## src/rtl/data_bus_arbiter_if.sv

```systemverilog
// Bus between the cores, the round-robin read arbiter and the data memory.
// The arbiter takes the slave view; the cores and memory take the master view.
interface data_bus_arbiter_if #(
    parameter int NUM_CORES = 4,
    parameter int ADDR_W    = 8,
    parameter int DATA_W    = 8
);
    localparam int GID_W = $clog2(NUM_CORES);

    logic [NUM_CORES-1:0]        req;
    logic [NUM_CORES*ADDR_W-1:0] addr_in;
    logic [NUM_CORES-1:0]        ack;
    logic [DATA_W-1:0]           rdata;
    logic [ADDR_W-1:0]           mem_addr;
    logic [DATA_W-1:0]           mem_data;
    logic                        busy;
    logic [GID_W-1:0]            grant_id;

    modport slave (
        input  req, addr_in, mem_data,
        output ack, rdata, mem_addr, busy, grant_id
    );

    modport master (
        output req, addr_in, mem_data,
        input  ack, rdata, mem_addr, busy, grant_id
    );
endinterface

```

## src/rtl/data_bus_arbiter.sv

```systemverilog
// Round-robin read arbiter in front of a single-port, combinational-read data
// memory. One access takes two cycles: IDLE picks a winner and registers its
// address, READ captures the memory data and pulses that core's ack.
module data_bus_arbiter #(
    parameter int NUM_CORES = 4,
    parameter int ADDR_W    = 8,
    parameter int DATA_W    = 8
) (
    input  logic              clk,
    input  logic              reset,
    data_bus_arbiter_if.slave bus
);
    localparam int GID_W = $clog2(NUM_CORES);

    typedef enum logic {IDLE, READ} state_t;

    state_t               state;
    logic [GID_W-1:0]     rr_ptr;
    logic [NUM_CORES-1:0] eligible;
    logic                 any_eligible;
    logic [GID_W-1:0]     winner;
    logic [ADDR_W-1:0]    winner_addr;
    logic [GID_W-1:0]     next_ptr;

    // The core being acked this cycle still has req high; mask it so it is
    // not served twice for one request.
    assign eligible    = bus.req & ~bus.ack;
    assign winner_addr = bus.addr_in[winner*ADDR_W +: ADDR_W];
    assign next_ptr    = (bus.grant_id == GID_W'(NUM_CORES - 1)) ? '0
                                                                  : bus.grant_id + GID_W'(1);

    // Find the first eligible core at or after rr_ptr, wrapping around.
    always_comb begin
        int idx;
        // NOTE: every variable gets a default before the loop so no path
        // leaves it unassigned, which would infer a latch.
        any_eligible = 1'b0;
        winner       = '0;
        idx          = 0;
        for (int i = 0; i < NUM_CORES; i++) begin
            idx = int'(rr_ptr) + i;
            if (idx >= NUM_CORES) idx = idx - NUM_CORES;
            if (!any_eligible && eligible[idx]) begin
                any_eligible = 1'b1;
                winner       = GID_W'(idx);
            end
        end
    end

    // Two-state access FSM with all outputs registered.
    always_ff @(posedge clk) begin
        // NOTE: non-blocking assignments so every register samples the
        // pre-edge values, independent of statement order.
        if (reset) begin
            state        <= IDLE;
            bus.ack      <= '0;
            bus.rdata    <= '0;
            bus.mem_addr <= '0;
            bus.busy     <= 1'b0;
            bus.grant_id <= '0;
            rr_ptr       <= '0;
        end else begin
            bus.ack <= '0;
            case (state)
                IDLE: begin
                    if (any_eligible) begin
                        bus.mem_addr <= winner_addr;
                        bus.grant_id <= winner;
                        bus.busy     <= 1'b1;
                        state        <= READ;
                    end
                end
                READ: begin
                    bus.rdata <= bus.mem_data;
                    bus.ack   <= NUM_CORES'(1) << bus.grant_id;
                    rr_ptr    <= next_ptr;
                    bus.busy  <= 1'b0;
                    state     <= IDLE;
                end
                default: state <= IDLE;
            endcase
        end
    end
endmodule

```

## src/flat_wrapper.sv

```systemverilog
// flat-port wrapper written by rule: the top's interface ports become plain ports
module data_bus_arbiter_flat 
#(
    parameter int NUM_CORES = 4,
    parameter int ADDR_W    = 8,
    parameter int DATA_W    = 8
)
  (clk, reset, bus_req, bus_addr_in, bus_mem_data, bus_ack, bus_rdata, bus_mem_addr, bus_busy, bus_grant_id);
  data_bus_arbiter_if #(.NUM_CORES(NUM_CORES), .ADDR_W(ADDR_W), .DATA_W(DATA_W)) bus_i ();
  input  logic clk;
  input  logic reset;
  input wire logic [$bits(bus_i.req)-1:0] bus_req;
  input wire logic [$bits(bus_i.addr_in)-1:0] bus_addr_in;
  input wire logic [$bits(bus_i.mem_data)-1:0] bus_mem_data;
  output wire logic [$bits(bus_i.ack)-1:0] bus_ack;
  output wire logic [$bits(bus_i.rdata)-1:0] bus_rdata;
  output wire logic [$bits(bus_i.mem_addr)-1:0] bus_mem_addr;
  output wire logic [$bits(bus_i.busy)-1:0] bus_busy;
  output wire logic [$bits(bus_i.grant_id)-1:0] bus_grant_id;
  assign bus_i.req = bus_req;
  assign bus_i.addr_in = bus_addr_in;
  assign bus_i.mem_data = bus_mem_data;
  assign bus_ack = bus_i.ack;
  assign bus_rdata = bus_i.rdata;
  assign bus_mem_addr = bus_i.mem_addr;
  assign bus_busy = bus_i.busy;
  assign bus_grant_id = bus_i.grant_id;
  data_bus_arbiter #(.NUM_CORES(NUM_CORES), .ADDR_W(ADDR_W), .DATA_W(DATA_W)) u_core (.clk(clk), .reset(reset), .bus(bus_i));
endmodule
```

## config.mk

```make
export PLATFORM = sky130hd
export DESIGN_NAME = data_bus_arbiter_flat
export DESIGN_NICKNAME = d
export VERILOG_FILES = /design/src/rtl/data_bus_arbiter_if.sv /design/src/rtl/data_bus_arbiter.sv /design/src/flat_wrapper.sv
export SDC_FILE = /design/constraint.sdc
export NUM_CORES = 1
export LEC_CHECK = 0
export BUFFER_PORTS_ARGS = -buffer_cell sky130_fd_sc_hd__buf_4
export CAP_MARGIN = 20
export CORE_MARGIN = 1
export CORE_UTILIZATION = 44
export DETAILED_ROUTE_END_ITERATION = 12
export PLACE_DENSITY = 0.79
export SYNTH_ARGS = -nofsm -noshare
export SYNTH_HDL_FRONTEND = slang
export SYNTH_SLANG_ARGS = --single-unit
```

## constraint.sdc

```tcl
create_clock -name clk -period 2 [get_ports clk]
set_input_delay 0.2 -clock clk [delete_from_list [all_inputs] [get_ports clk]]
set_output_delay 0.2 -clock clk [all_outputs]
set_load 0.005 [all_outputs]
```

==> metrics.cfg <==
[floorplan]
ioPinCount = 69
die_y_um = 55.43
die_area_um2 = 3072
fp.dieW_um = 55.43
start_util = 0.4595
coreArea_um2 = 2734
row_count = 19

[placement]
dpl.hpwl_um = 2298
globalplace.congestion = 0.8234
place_area_um2 = 1777
dp_cells = 215
portBuffers = 68

[final_layout]
final_cell_area_um2 = 1829
final_cells = 219
fillers = 213
syn_to_final_growth_pct = 45.62
diodes = 0
final_common_cell = buf_4
drive_above_1_share = 0.4415
most-common-layout-cells = buf_4 (69), mux2i_1 (27), dfxtp_1 (26)
layout.nets = 236

[critical_path]
cp-start-kind = flop
crit_family = compound AO/OA/AOI/OAI gates
rrSetupSlack_ns = 0.30
worstSetupPathType = flop to flop
crit_required_ns = 2.20
r2r_cells = 5
crit_path_top_delay_cell = dfxtp_1
path_cells = nand2b_2 -> o221ai_1 -> a21oi_1 -> nand2b_1 -> o221ai_1
crit_top_cell = o221ai_1
crit-reg2reg-capture = u_core.bus.mem_addr[3]
r2r_start = u_core.bus.ack[0]
cp_data_arrival_time_ns = 1.90
path_buf_inv = 0
slowest_delay_ns = 0.39
end_kind = flop
crit_fanout = 8

[detailed_routing]
firstDrtPassIters = 4
wl_per_cell_um = 13.68
wl_um = 2995
ant_nets = 0
vias = 1166
drtIter0Drc = 36
vias_per_cell = 5.324
drc_errors = 0

[global_route]
grt_pass1_wl_um = 4864
groute.usage.overall = 0.1959
grt_antenna_before_repair = 0
grt_pass1_vias = 1087
grt-ovfl-total = 0
grt_max_degree = 18

[power_and_ir_drop]
ir_drop_mv = 0.5443
combPwrFrac = 0.263
p_int_w = 0.0009690
power.share.clock = 0.273
p_seq_frac = 0.464
powerDensity_nw_per_um2 = 710.8
switchingPower_w = 0.0003313
p_sw_frac = 0.2548
power_leakage_nw = 0.9066

[synth]
yosysTopAreaCellShare = 0.4143
syn-cell-area_um2 = 1256
synthTopCellsByArea = dfxtp_1 (41%), mux2i_1 (22%), o221ai_1 (7.0%), nor2_1 (4.8%), nand2_1 (3.0%)
ys_types = 29
yosysWarnings = 0
syn_avg_cell_area_um2 = 10.47
synth-seq-cells = 26
synth_largest_area_cell = dfxtp_1
syn_inst = 120
syn_nets = 167
yosysSeqAreaShare = 0.4143

[clocking]
insertion_delay_ns = 0.31
cts_max_level = 1
clk_path_buf_depth = 2
holdBufCountCts = 0
clkTransAtPathRegs_ns = 0.14
cts-resized-gates = 0
cts_tree = built
cts_buffers = 3
cts_root_buffer = clkbuf_4
post_cts_buffers = 0
cts.sinks = 26

[hold_path]
whs_path_depth = 3
min_path_type = primary input to flop
min_from = bus_mem_data[1]
hold_end = u_core.bus.rdata[1]

[sta]
fin_skew_ns = 0.003038
timing.final.crit_share = 0.8520
slew_violations = 0
worst_slew_pin_slew_ns = 0.6264
hold_violations = 0
max_clock_freq_ghz = 0.5869
tns_ns = 0
rsz0062_at_grt = false
slew-limit-headroom = 0.5817
fin_crit_ns = 1.704
setup-violations-final = 0

[job]
drv_cap = 0

[run_status]
status = finished, final reports clean

-- sequential cells by signal, indices dropped and copies added, names as in the netlist --
signal,flops
u_core.bus.rdata,8
u_core.bus.grant_id,2
u_core.state,1
u_core.bus.ack,4
u_core.bus.mem_addr,8
u_core.bus.busy,1
u_core.rr_ptr,2
-- cell type report --
type	count	area [um2]	area share
clock buffer	3	22.52	0.01231
sequential	26	520.5	0.2845
timing repair buffer	69	518.0	0.2832
multi-input combinational	86	688.2	0.3762
inverter	3	11.26	0.006156
tap	31	38.79	0.02120
clock inverter	1	30.03	0.01642
-- layer usage --
metal  global-route usage  routed length [um]
met1               0.2555                1318
met2               0.3287                1498
met3              0.02810                 127
met4              0.07143                  50
met5                    0                   0
-- worst register-to-register path, stage by stage, from the launching register on --
cell and delay [ns]:
dfxtp_1 0.39, nand2b_2 0.21, o221ai_1 0.15, a21oi_1 0.30, nand2b_1 0.38, o221ai_1 0.16
-- power groups by stage --
stage / clock network [W] / registers (W) / logic, W
final: 0.000355 / 0.000603 / 0.000343
after global routing: 0.000387 / 0.000610 / 0.000371
after CTS: 0.000366 / 0.000602 / 0.000344
after detailed placement: 0 / 0.000613 / 0.000342
after global placement: 0 / 0.000611 / 0.000333
after floorplan: 0 / 0.000611 / 0.000188
-- logic make-up (layout without fill, tap and decap cells) --
kind of cell / Yosys count / in the layout / share of synthesized area
fa+ha+maj: 1 / 1 / 0.009959
buf+inv: 8 / 76 / 0.03784
mux: 28 / 28 / 0.2271
compound gates: 17 / 17 / 0.1494
flops: 26 / 26 / 0.4143
simple gates: 40 / 40 / 0.1614
-- synth_stat cells --
library cell	number
a21oi_1	1
o221ai_1	10
buf_1	1
nor2_2	1
or2b_1	1
nor2b_4	1
dfxtp_1	26
a311oi_2	1
and3_1	2
mux2i_1	27
o21ai_2	2
clkbuf_1	2
buf_12	1
inv_1	3
nand2b_2	1
a311oi_4	1
ha_1	1
nand2b_4	1
nor2_1	16
nand3_1	1
o2bb2ai_4	1
buf_2	1
a41oi_1	1
nor3b_1	1
nor2b_1	2
nand2_1	10
nor3_1	1
mux2_4	1
nand2b_1	2
-- metrics by stage --
step | total power (W) | hold WS, ns | setup WS [ns] | util
detailed placement | 0.0009556 | 0.4411 | 0.3039 | 0.6499
finish | 0.001300 | 0.1111 | 0.2961 | 0.6691
floorplan | 0.0007992 | 0.2724 | 0.5068 | -
global route | 0.001368 | 0.08783 | 0.1767 | 0.6691
global placement | 0.0009442 | 0.4358 | 0.4083 | 0.6499
CTS | 0.001312 | 0.09586 | 0.2869 | 0.6691
-- worst max path at each step --
stage | from | to | slack (ns) | cells after the start
detailed placement | u_core.bus.ack[2] | u_core.bus.mem_addr[2] | 0.30 | 5
global placement | u_core.bus.ack[1] | u_core.bus.mem_addr[0] | 0.41 | 5
CTS | u_core.bus.ack[2] | u_core.bus.mem_addr[2] | 0.29 | 5
global route | u_core.bus.ack[0] | u_core.bus.mem_addr[3] | 0.18 | 5
finish | u_core.bus.ack[0] | u_core.bus.mem_addr[3] | 0.30 | 5
floorplan | u_core.bus.ack[0] | u_core.bus.mem_addr[0] | 0.51 | 6
(Power assumes the default switching activity.)
